### config.mk
export PLATFORM = sky130hd
export DESIGN_NAME = uart_rx_buffer_flat
export DESIGN_NICKNAME = d
export VERILOG_FILES = /design/src/rtl/uart_rx_buffer_if.sv /design/src/rtl/uart_rx_buffer.sv /design/src/flat_wrapper.sv
export SDC_FILE = /design/constraint.sdc
export NUM_CORES = 1
export LEC_CHECK = 0
export BUFFER_PORTS_ARGS = -buffer_cell sky130_fd_sc_hd__buf_2
export CAP_MARGIN = 20
export CORE_MARGIN = 2
export CORE_UTILIZATION = 40
export DETAILED_ROUTE_END_ITERATION = 6
export GPL_TIMING_DRIVEN = 1
export SLEW_MARGIN = 20
export SYNTH_ARGS = -nofsm -noshare
export SYNTH_HDL_FRONTEND = slang
export SYNTH_SLANG_ARGS = --single-unit
### constraint.sdc
create_clock -name clk -period 3.02 [get_ports clk]
set_clock_uncertainty 0.15 [all_clocks]
set_input_delay 0.604 -clock clk [delete_from_list [all_inputs] [get_ports clk]]
set_output_delay 0.604 -clock clk [all_outputs]
set_load 0.02 [all_outputs]
### src/rtl/uart_rx_buffer_if.sv
// Handshake bundle between the UART receiver/consumer side and the byte FIFO.
interface uart_rx_buffer_if #(
  parameter int unsigned DATA_W = 8,
  parameter int unsigned ADDR_W = 4
);
  logic              rx_status;
  logic [DATA_W-1:0] rx_data;
  logic              rd_en;
  logic              clr_ovf;
  logic [DATA_W-1:0] rd_data;
  logic              rd_valid;
  logic              full;
  logic [ADDR_W:0]   count;
  logic              overflow;

  // Environment side: drives receiver data, pops and overflow clear.
  modport master (
    output rx_status, rx_data, rd_en, clr_ovf,
    input  rd_data, rd_valid, full, count, overflow
  );

  // Buffer side.
  modport slave (
    input  rx_status, rx_data, rd_en, clr_ovf,
    output rd_data, rd_valid, full, count, overflow
  );
endinterface

### src/rtl/uart_rx_buffer.sv
// Byte FIFO between the UART receiver and the control block. Captures one byte per rising
// edge of rx_status, presents the oldest byte first-word-fall-through and flags dropped
// bytes with a sticky overflow bit.
module uart_rx_buffer #(
  parameter int unsigned DATA_W = 8,
  parameter int unsigned DEPTH  = 16,
  parameter int unsigned ADDR_W = 4
) (
  input logic             clk,
  input logic             reset,
  uart_rx_buffer_if.slave bus
);

  localparam logic [ADDR_W:0]   CntOne  = (ADDR_W+1)'(1);
  localparam logic [ADDR_W:0]   CntFull = (ADDR_W+1)'(DEPTH);
  localparam logic [ADDR_W-1:0] PtrOne  = ADDR_W'(1);

  logic [DATA_W-1:0] mem [DEPTH];

  logic [ADDR_W-1:0] wr_ptr_q, wr_ptr_d;
  logic [ADDR_W-1:0] rd_ptr_q, rd_ptr_d;
  logic [ADDR_W:0]   count_q, count_d;
  logic              ovf_q, ovf_d;
  logic              rx_status_q;

  logic wr_req, pop, wr_ok, drop, rd_valid, full;

  assign rd_valid = (count_q != '0);
  assign full     = (count_q == CntFull);
  assign wr_req   = bus.rx_status & ~rx_status_q;
  assign pop      = bus.rd_en & rd_valid;
  // A full buffer still accepts a byte when the same cycle frees a slot.
  assign wr_ok    = wr_req & (~full | pop);
  assign drop     = wr_req & full & ~pop;

  // Next-state for pointers, occupancy and the sticky overflow flag.
  always_comb begin
    wr_ptr_d = wr_ptr_q;
    rd_ptr_d = rd_ptr_q;
    count_d  = count_q;
    ovf_d    = ovf_q;
    if (wr_ok) wr_ptr_d = wr_ptr_q + PtrOne;
    if (pop)   rd_ptr_d = rd_ptr_q + PtrOne;
    unique case ({wr_ok, pop})
      2'b10:   count_d = count_q + CntOne;
      2'b01:   count_d = count_q - CntOne;
      default: count_d = count_q;
    endcase
    if (bus.clr_ovf) ovf_d = 1'b0;
    // A drop in the same cycle as a clear wins.
    if (drop)        ovf_d = 1'b1;
  end

  // State registers; edge detector resets high so a level held through reset is ignored.
  always_ff @(posedge clk or negedge reset) begin
    if (!reset) begin
      wr_ptr_q    <= '0;
      rd_ptr_q    <= '0;
      count_q     <= '0;
      ovf_q       <= 1'b0;
      rx_status_q <= 1'b1;
    end else begin
      wr_ptr_q    <= wr_ptr_d;
      rd_ptr_q    <= rd_ptr_d;
      count_q     <= count_d;
      ovf_q       <= ovf_d;
      rx_status_q <= bus.rx_status;
    end
  end

  // Storage array; contents are don't-care until written, so no reset.
  always_ff @(posedge clk) begin
    if (wr_ok) mem[wr_ptr_q] <= bus.rx_data;
  end

  assign bus.rd_valid = rd_valid;
  assign bus.full     = full;
  assign bus.count    = count_q;
  assign bus.overflow = ovf_q;
  assign bus.rd_data  = rd_valid ? mem[rd_ptr_q] : '0;

endmodule

### src/flat_wrapper.sv
// flat-port wrapper written by rule: the top's interface ports become plain ports
module uart_rx_buffer_flat 
#(
  parameter int unsigned DATA_W = 8,
  parameter int unsigned DEPTH  = 16,
  parameter int unsigned ADDR_W = 4
)
  (clk, reset, bus_rx_status, bus_rx_data, bus_rd_en, bus_clr_ovf, bus_rd_data, bus_rd_valid, bus_full, bus_count, bus_overflow);
  uart_rx_buffer_if #(.DATA_W(DATA_W), .ADDR_W(ADDR_W)) bus_i ();
  input logic clk;
  input logic reset;
  input wire logic [$bits(bus_i.rx_status)-1:0] bus_rx_status;
  input wire logic [$bits(bus_i.rx_data)-1:0] bus_rx_data;
  input wire logic [$bits(bus_i.rd_en)-1:0] bus_rd_en;
  input wire logic [$bits(bus_i.clr_ovf)-1:0] bus_clr_ovf;
  output wire logic [$bits(bus_i.rd_data)-1:0] bus_rd_data;
  output wire logic [$bits(bus_i.rd_valid)-1:0] bus_rd_valid;
  output wire logic [$bits(bus_i.full)-1:0] bus_full;
  output wire logic [$bits(bus_i.count)-1:0] bus_count;
  output wire logic [$bits(bus_i.overflow)-1:0] bus_overflow;
  assign bus_i.rx_status = bus_rx_status;
  assign bus_i.rx_data = bus_rx_data;
  assign bus_i.rd_en = bus_rd_en;
  assign bus_i.clr_ovf = bus_clr_ovf;
  assign bus_rd_data = bus_i.rd_data;
  assign bus_rd_valid = bus_i.rd_valid;
  assign bus_full = bus_i.full;
  assign bus_count = bus_i.count;
  assign bus_overflow = bus_i.overflow;
  uart_rx_buffer #(.DATA_W(DATA_W), .DEPTH(DEPTH), .ADDR_W(ADDR_W)) u_core (.clk(clk), .reset(reset), .bus(bus_i));
endmodule
==> Word level (Yosys, flattened, before mapping) <==
Memory sizes are Yosys's and may differ from the RTL's.
Index checks and enable logic that the tools add are counted.
{ "totals": {"ramBits": 128, "input_bits": 13, "mem_count": 1, "register_bits": 15} }
{ "classes": {"mux": 6, "add_sub_neg": 4, "n_reduce_logical": 3, "bitwise": 9, "n_eq_ne": 3} }
{ "mem_list": {"columns": ["name", "words", "word_bits", "rd", "rd_clocked_by_memory_dff", "write_ports", "line", "rtl"], "rows": [
  ["u_core.mem", 16, 8, 1, 0, 1, "uart_rx_buffer.sv:18", "logic [DATA_W-1:0] mem [DEPTH];"]
]} }
{ "ops": {"columns": ["op", "count"], "rows": [
  ["5-bit one-hot mux with 2 select lines", 1],
  ["4-bit by 1-bit adder with 4-bit output (second input constant)", 2],
  ["8-bit 2-to-1 mux", 1],
  ["5-bit by 1-bit adder with 5-bit output (second input constant)", 1],
  ["1-bit bitwise AND", 5],
  ["5-bit equality test (second input constant)", 1],
  ["5-bit nonzero test", 1],
  ["5-bit by 1-bit subtractor with 5-bit output (second input constant)", 1],
  ["1-bit 2-to-1 mux", 4],
  ["2-bit nonzero test", 2],
  ["1-bit inverter", 3],
  ["2-bit by 1-bit equality test with 1-bit output (second input constant)", 1],
  ["2-bit equality test (second input constant)", 1],
  ["1-bit bitwise OR", 1]
]} }

==> Longest topological paths before layout <==
{ "logic_depth": {"ltp_word": 6, "ltp_mapped": 8, "ltp_nobuf": 7} }

==> Worst setup path after synthesis <==
OpenSTA, ideal clock, no wires.
{ "synth_timing": {"path_kind": "register to register", "startpoint": "reg u_core.count_q[1] (netlist: u_core.bus.count[1])", "endpoint": "reg u_core.count_q[4] (netlist: u_core.bus.count[4])", "stages_incl_launch_ff": 9, "arrival_ps": 2255, "path_slack_ps": 535, "n_path_buf": 1, "synth_period_minus_slack_ps": 2485, "path_cell_list": "dfrtp_1 > buf_6 > nor4_4 > a211o_1 > xnor2_1 > ha_1 > or4_1 > o22ai_1 > xnor2_1"} }
{ "synth_via": {"elab_chain_len": 6, "elab_cells_between_ends": 12, "cone_classes": "2 x add/sub; 3 x eq/ne; 1 x mux; 4 x bitwise; 2 x reduce/logical"} }
{ "synth_lines": {"columns": ["item", "line", "rtl"], "rows": [
  ["start: declaration", "uart_rx_buffer.sv:22", "logic [ADDR_W:0] count_q, count_d;"],
  ["start signal: assignment", "uart_rx_buffer.sv:65", "count_q <= count_d;"],
  ["5-bit nonzero test / 5-bit equality test (equally long branches)", "uart_rx_buffer.sv:28, uart_rx_buffer.sv:29", null],
  ["1-bit bitwise AND / 1-bit inverter (equally long branches)", "uart_rx_buffer.sv:31, uart_rx_buffer.sv:33", null],
  ["1-bit bitwise OR", "uart_rx_buffer.sv:33", "assign wr_ok = wr_req & (~full | pop);"],
  ["1-bit bitwise AND", "uart_rx_buffer.sv:33", null],
  ["2-bit by 1-bit equality test with 1-bit output / 2-bit equality test (equally long branches)", "uart_rx_buffer.sv:44", "unique case ({wr_ok, pop})"],
  ["5-bit one-hot mux with 2 select lines / 2-bit nonzero test (equally long branches)", null, null]
]} }
Several ways; a longest one is shown, not always the timed one.
A chain may end at the register's enable or synchronous reset.

==> Worst setup path after layout <==
{ "layout_timing": {"startpoint": "reg u_core.rd_ptr_q[1]", "endpoint": "out bus_rd_data[4]"} }
{ "layout_via": {"elab_chain_len": 2} }
{ "layout_lines": {"columns": ["item", "line", "rtl"], "rows": [
  ["start: declaration", "uart_rx_buffer.sv:21", "logic [ADDR_W-1:0] rd_ptr_q, rd_ptr_d;"],
  ["start signal: assignment", "uart_rx_buffer.sv:64", "rd_ptr_q <= rd_ptr_d;"],
  ["memory 16 x 8 bit", null, null],
  ["8-bit 2-to-1 mux", "uart_rx_buffer.sv:80", "assign bus.rd_data = rd_valid ? mem[rd_ptr_q] : '0;"],
  ["end: declaration", "flat_wrapper.sv:16", "output wire logic [$bits(bus_i.rd_data)-1:0] bus_rd_data;"]
]} }
No other way between the ends.

==> reports/results.ini <==
[timing]
fin_crit_sh=1.002
rsz0062_at_grt=true
slew_headroom=0.4225
max_freq_ghz=0.3306
setup-violations-final=2
drv_slew=0
finalHoldViolations=0
worst_slack_ns=-0.005001
tightest_slew_ns=0.8663
post-route-min-period_ns=3.025

[cts]
cts_buffers=17
htreeDepth=4
cts_buffer_depth=2
cts_tree=done
cts.reportedPaths.clkPinSlew_ns=0.06
cts_num_sinks=143
cts-root-buf=clkbuf_16
clk_latency_ns=0.41

[synth]
avgSynthCellArea_um2=19.55
async_reset_ff_frac=0.1049
syn_inst=304
synthDistinctLibCells=41
synthesis.area_um2=5942
synth_seq_cells=143
synth_edf_count=128
yosysMostFrequentCell=edfxtp_1
yosys_warnings=0
synthTopCellsByArea=edfxtp_1 (65%), mux4_2 (8.7%), dfrtp_1 (5.9%), mux4_1 (4.0%), mux2_2 (1.9%)
synth-main-ff-cell=edfxtp_1
synth_top_area_frac=0.6469
synthesis.nets=323
synth_common_cells=edfxtp_1 (128), mux4_2 (23), dfrtp_1 (14)
yosys.area.top_type=edfxtp_1
yosysSeqAreaShare=0.7103

[setup_path]
path_class=reg -> out
critPathLaunchType=register
cp-startpoint=u_core.rd_ptr_q[1]
crit_required_ns=2.27
crit_fanout=4
r2r_slack_ns=0.53
r2r_cells=6
crit_path_end=bus_rd_data[4]
arrival_ns=2.27
r2r-start=u_core.bus.count[0]
r2r_end=u_core.mem[0][3]
cp-end-kind=output pin

[power_and_ir_drop]
irDropWorstVdd_v=0.0004288
power.share.clock=0.290
p_sw_mw=2.219
power.share.switching=0.3218
internal_power_mw=4.677
p_leak_nw=2.433
power_density_nw_per_um2=981.5
power_frac_comb=0.341
seqPwrFrac=0.368

[min_path]
hold_path_class=in -> reg

[grt]
grt_pass1_vias=2989
grt_max_degree=28
antenna_found_initial=0
grtUsageTotal=0.1542
overflow=0
grt_pass1_wl_mm=17.67

[drt]
drc_errors=0
via_count=2918
drtAntennaViolNets=0
drtPass1Iterations=5
drt_iter0_markers=266
totalWireLength_mm=11.47
via_per_inst=5.315
wl_per_cell_um=20.89

[floorplanning]
core_um2=14530
die_area_um2=15850
die_y_um=125.9
ioPinCount=29
die_x_um=125.9
start_util=0.4088
rows=44

[layout]
area_growth_syn_to_layout_pct=18.24
final_layout_size_suffix_gt1_frac=0.3479
n_fill_cell=1235
layout.nets=371
design_area_um2=7025
n_antenna_cell=0
final_util=0.4834

[placement]
dpl.hpwl_mm=6.832
gp_congestion=0.7218
io_buffer_count=28
post_dp_cell_area_um2=6260

[flow_run]
drv_cap=0

[outcome]
status=finished, violations left
violations=negative setup slack

critical path, cell delays in order, from the launching register on:
cell	delay, ns
dfrtp_2	0.43
buf_6	0.14
buf_16	0.11
mux4_2	0.50
mux2_4	0.30
o21ai_4	0.14
a21oi_2	0.05
buf_4	0.20
repair_timing:
action | 4_1_cts | 5_1_grt
cloned | 3 | 0
gates resized for setup | 36 | 4
hold endpoints to repair | 14 | 0
setup endpoints to repair | 8 | 8
pin swaps | 0 | 1
buffers inserted | 4 | 2
hold buffers | 1 | 0
flip-flops by register name, indices dropped and copies added (netlist names):
| name | flops |
|---|---|
| u_core.mem | 128 |
| u_core.bus.count | 5 |
| u_core.rd_ptr_q | 4 |
| u_core.wr_ptr_q | 4 |
| u_core.bus.overflow | 1 |
| u_core.rx_status_q | 1 |
power by group through the flow:
stage	registers (mW)	clock network [mW]	logic (mW)
floorplan	2.52	0	1.52
global placement	2.55	0	1.98
detailed placement	2.55	0	2.00
CTS	2.53	2.04	2.38
global route	2.56	2.11	2.52
finish	2.54	2.00	2.35
how the worst min path moves through the flow:
stage | start | endpoint | slack (ns) | cells after the start
finish | bus_rx_status | u_core.rx_status_q | 0.16 | 1
global route | bus_rx_status | u_core.rx_status_q | 0.15 | 1
CTS | bus_rx_status | u_core.rx_status_q | 0.14 | 1
detailed placement | u_core.bus.overflow | u_core.bus.overflow | 0.34 | 1
global placement | u_core.bus.overflow | u_core.bus.overflow | 0.34 | 1
floorplan | reset | u_core.bus.count[0] | 0.16 | 0
through the flow:
stage               power, mW  worst slack [ns]  std cells  setup TNS [ns]  hold slack (ns)
global placement        4.521            0.3187        508               0           0.3377
floorplan               4.040            0.5347        304               0           0.1584
detailed placement      4.550            0.3092        508               0           0.3442
CTS                     6.949          -0.04422        548         -0.1962           0.1410
global route            7.193          -0.07744        549         -0.3629           0.1501
finish                  6.896         -0.005001        549       -0.007189           0.1607
cell type report:
type                       count  area [µm²]  share of cell area
clock buffer                  17       425.4             0.06055
clock inverter                15       152.6             0.02173
inverter                       5       18.77            0.002671
multi-input combinational    140        1613              0.2296
sequential                   143        4222              0.6009
tap                          184       230.2             0.03277
timing repair buffer          45       364.1             0.05183
cells by family after synthesis:
logic type      count (synthesis)  synth area share
compound gates                 28           0.02759
mux                            51            0.1611
flops                         143            0.7103
buf+inv                        21           0.02632
simple gates                   44           0.04591
xor+xnor                       11           0.01622
fa+ha+maj                       6           0.01263
routing by layer:
layer	track usage	up-vias	wire length (µm)
li1	-	1330	-
met1	0.2035	1531	5212
met2	0.2498	50	5774
met3	0.03993	7	362
met4	0.05430	0	117
met5	0	-	0
cells in the final DEF, fill, tap and decap left out, types with 6 or more instances in the layout:
cell type / count
and2_1: 13
buf_2: 21
buf_4: 16
clkbuf_16: 17
dfrtp_1: 13
edfxtp_1: 128
ha_1: 6
mux2i_1: 8
mux4_2: 28
nand2_1: 10
xnor2_1: 8
Power figures use the tool's default switching activity.
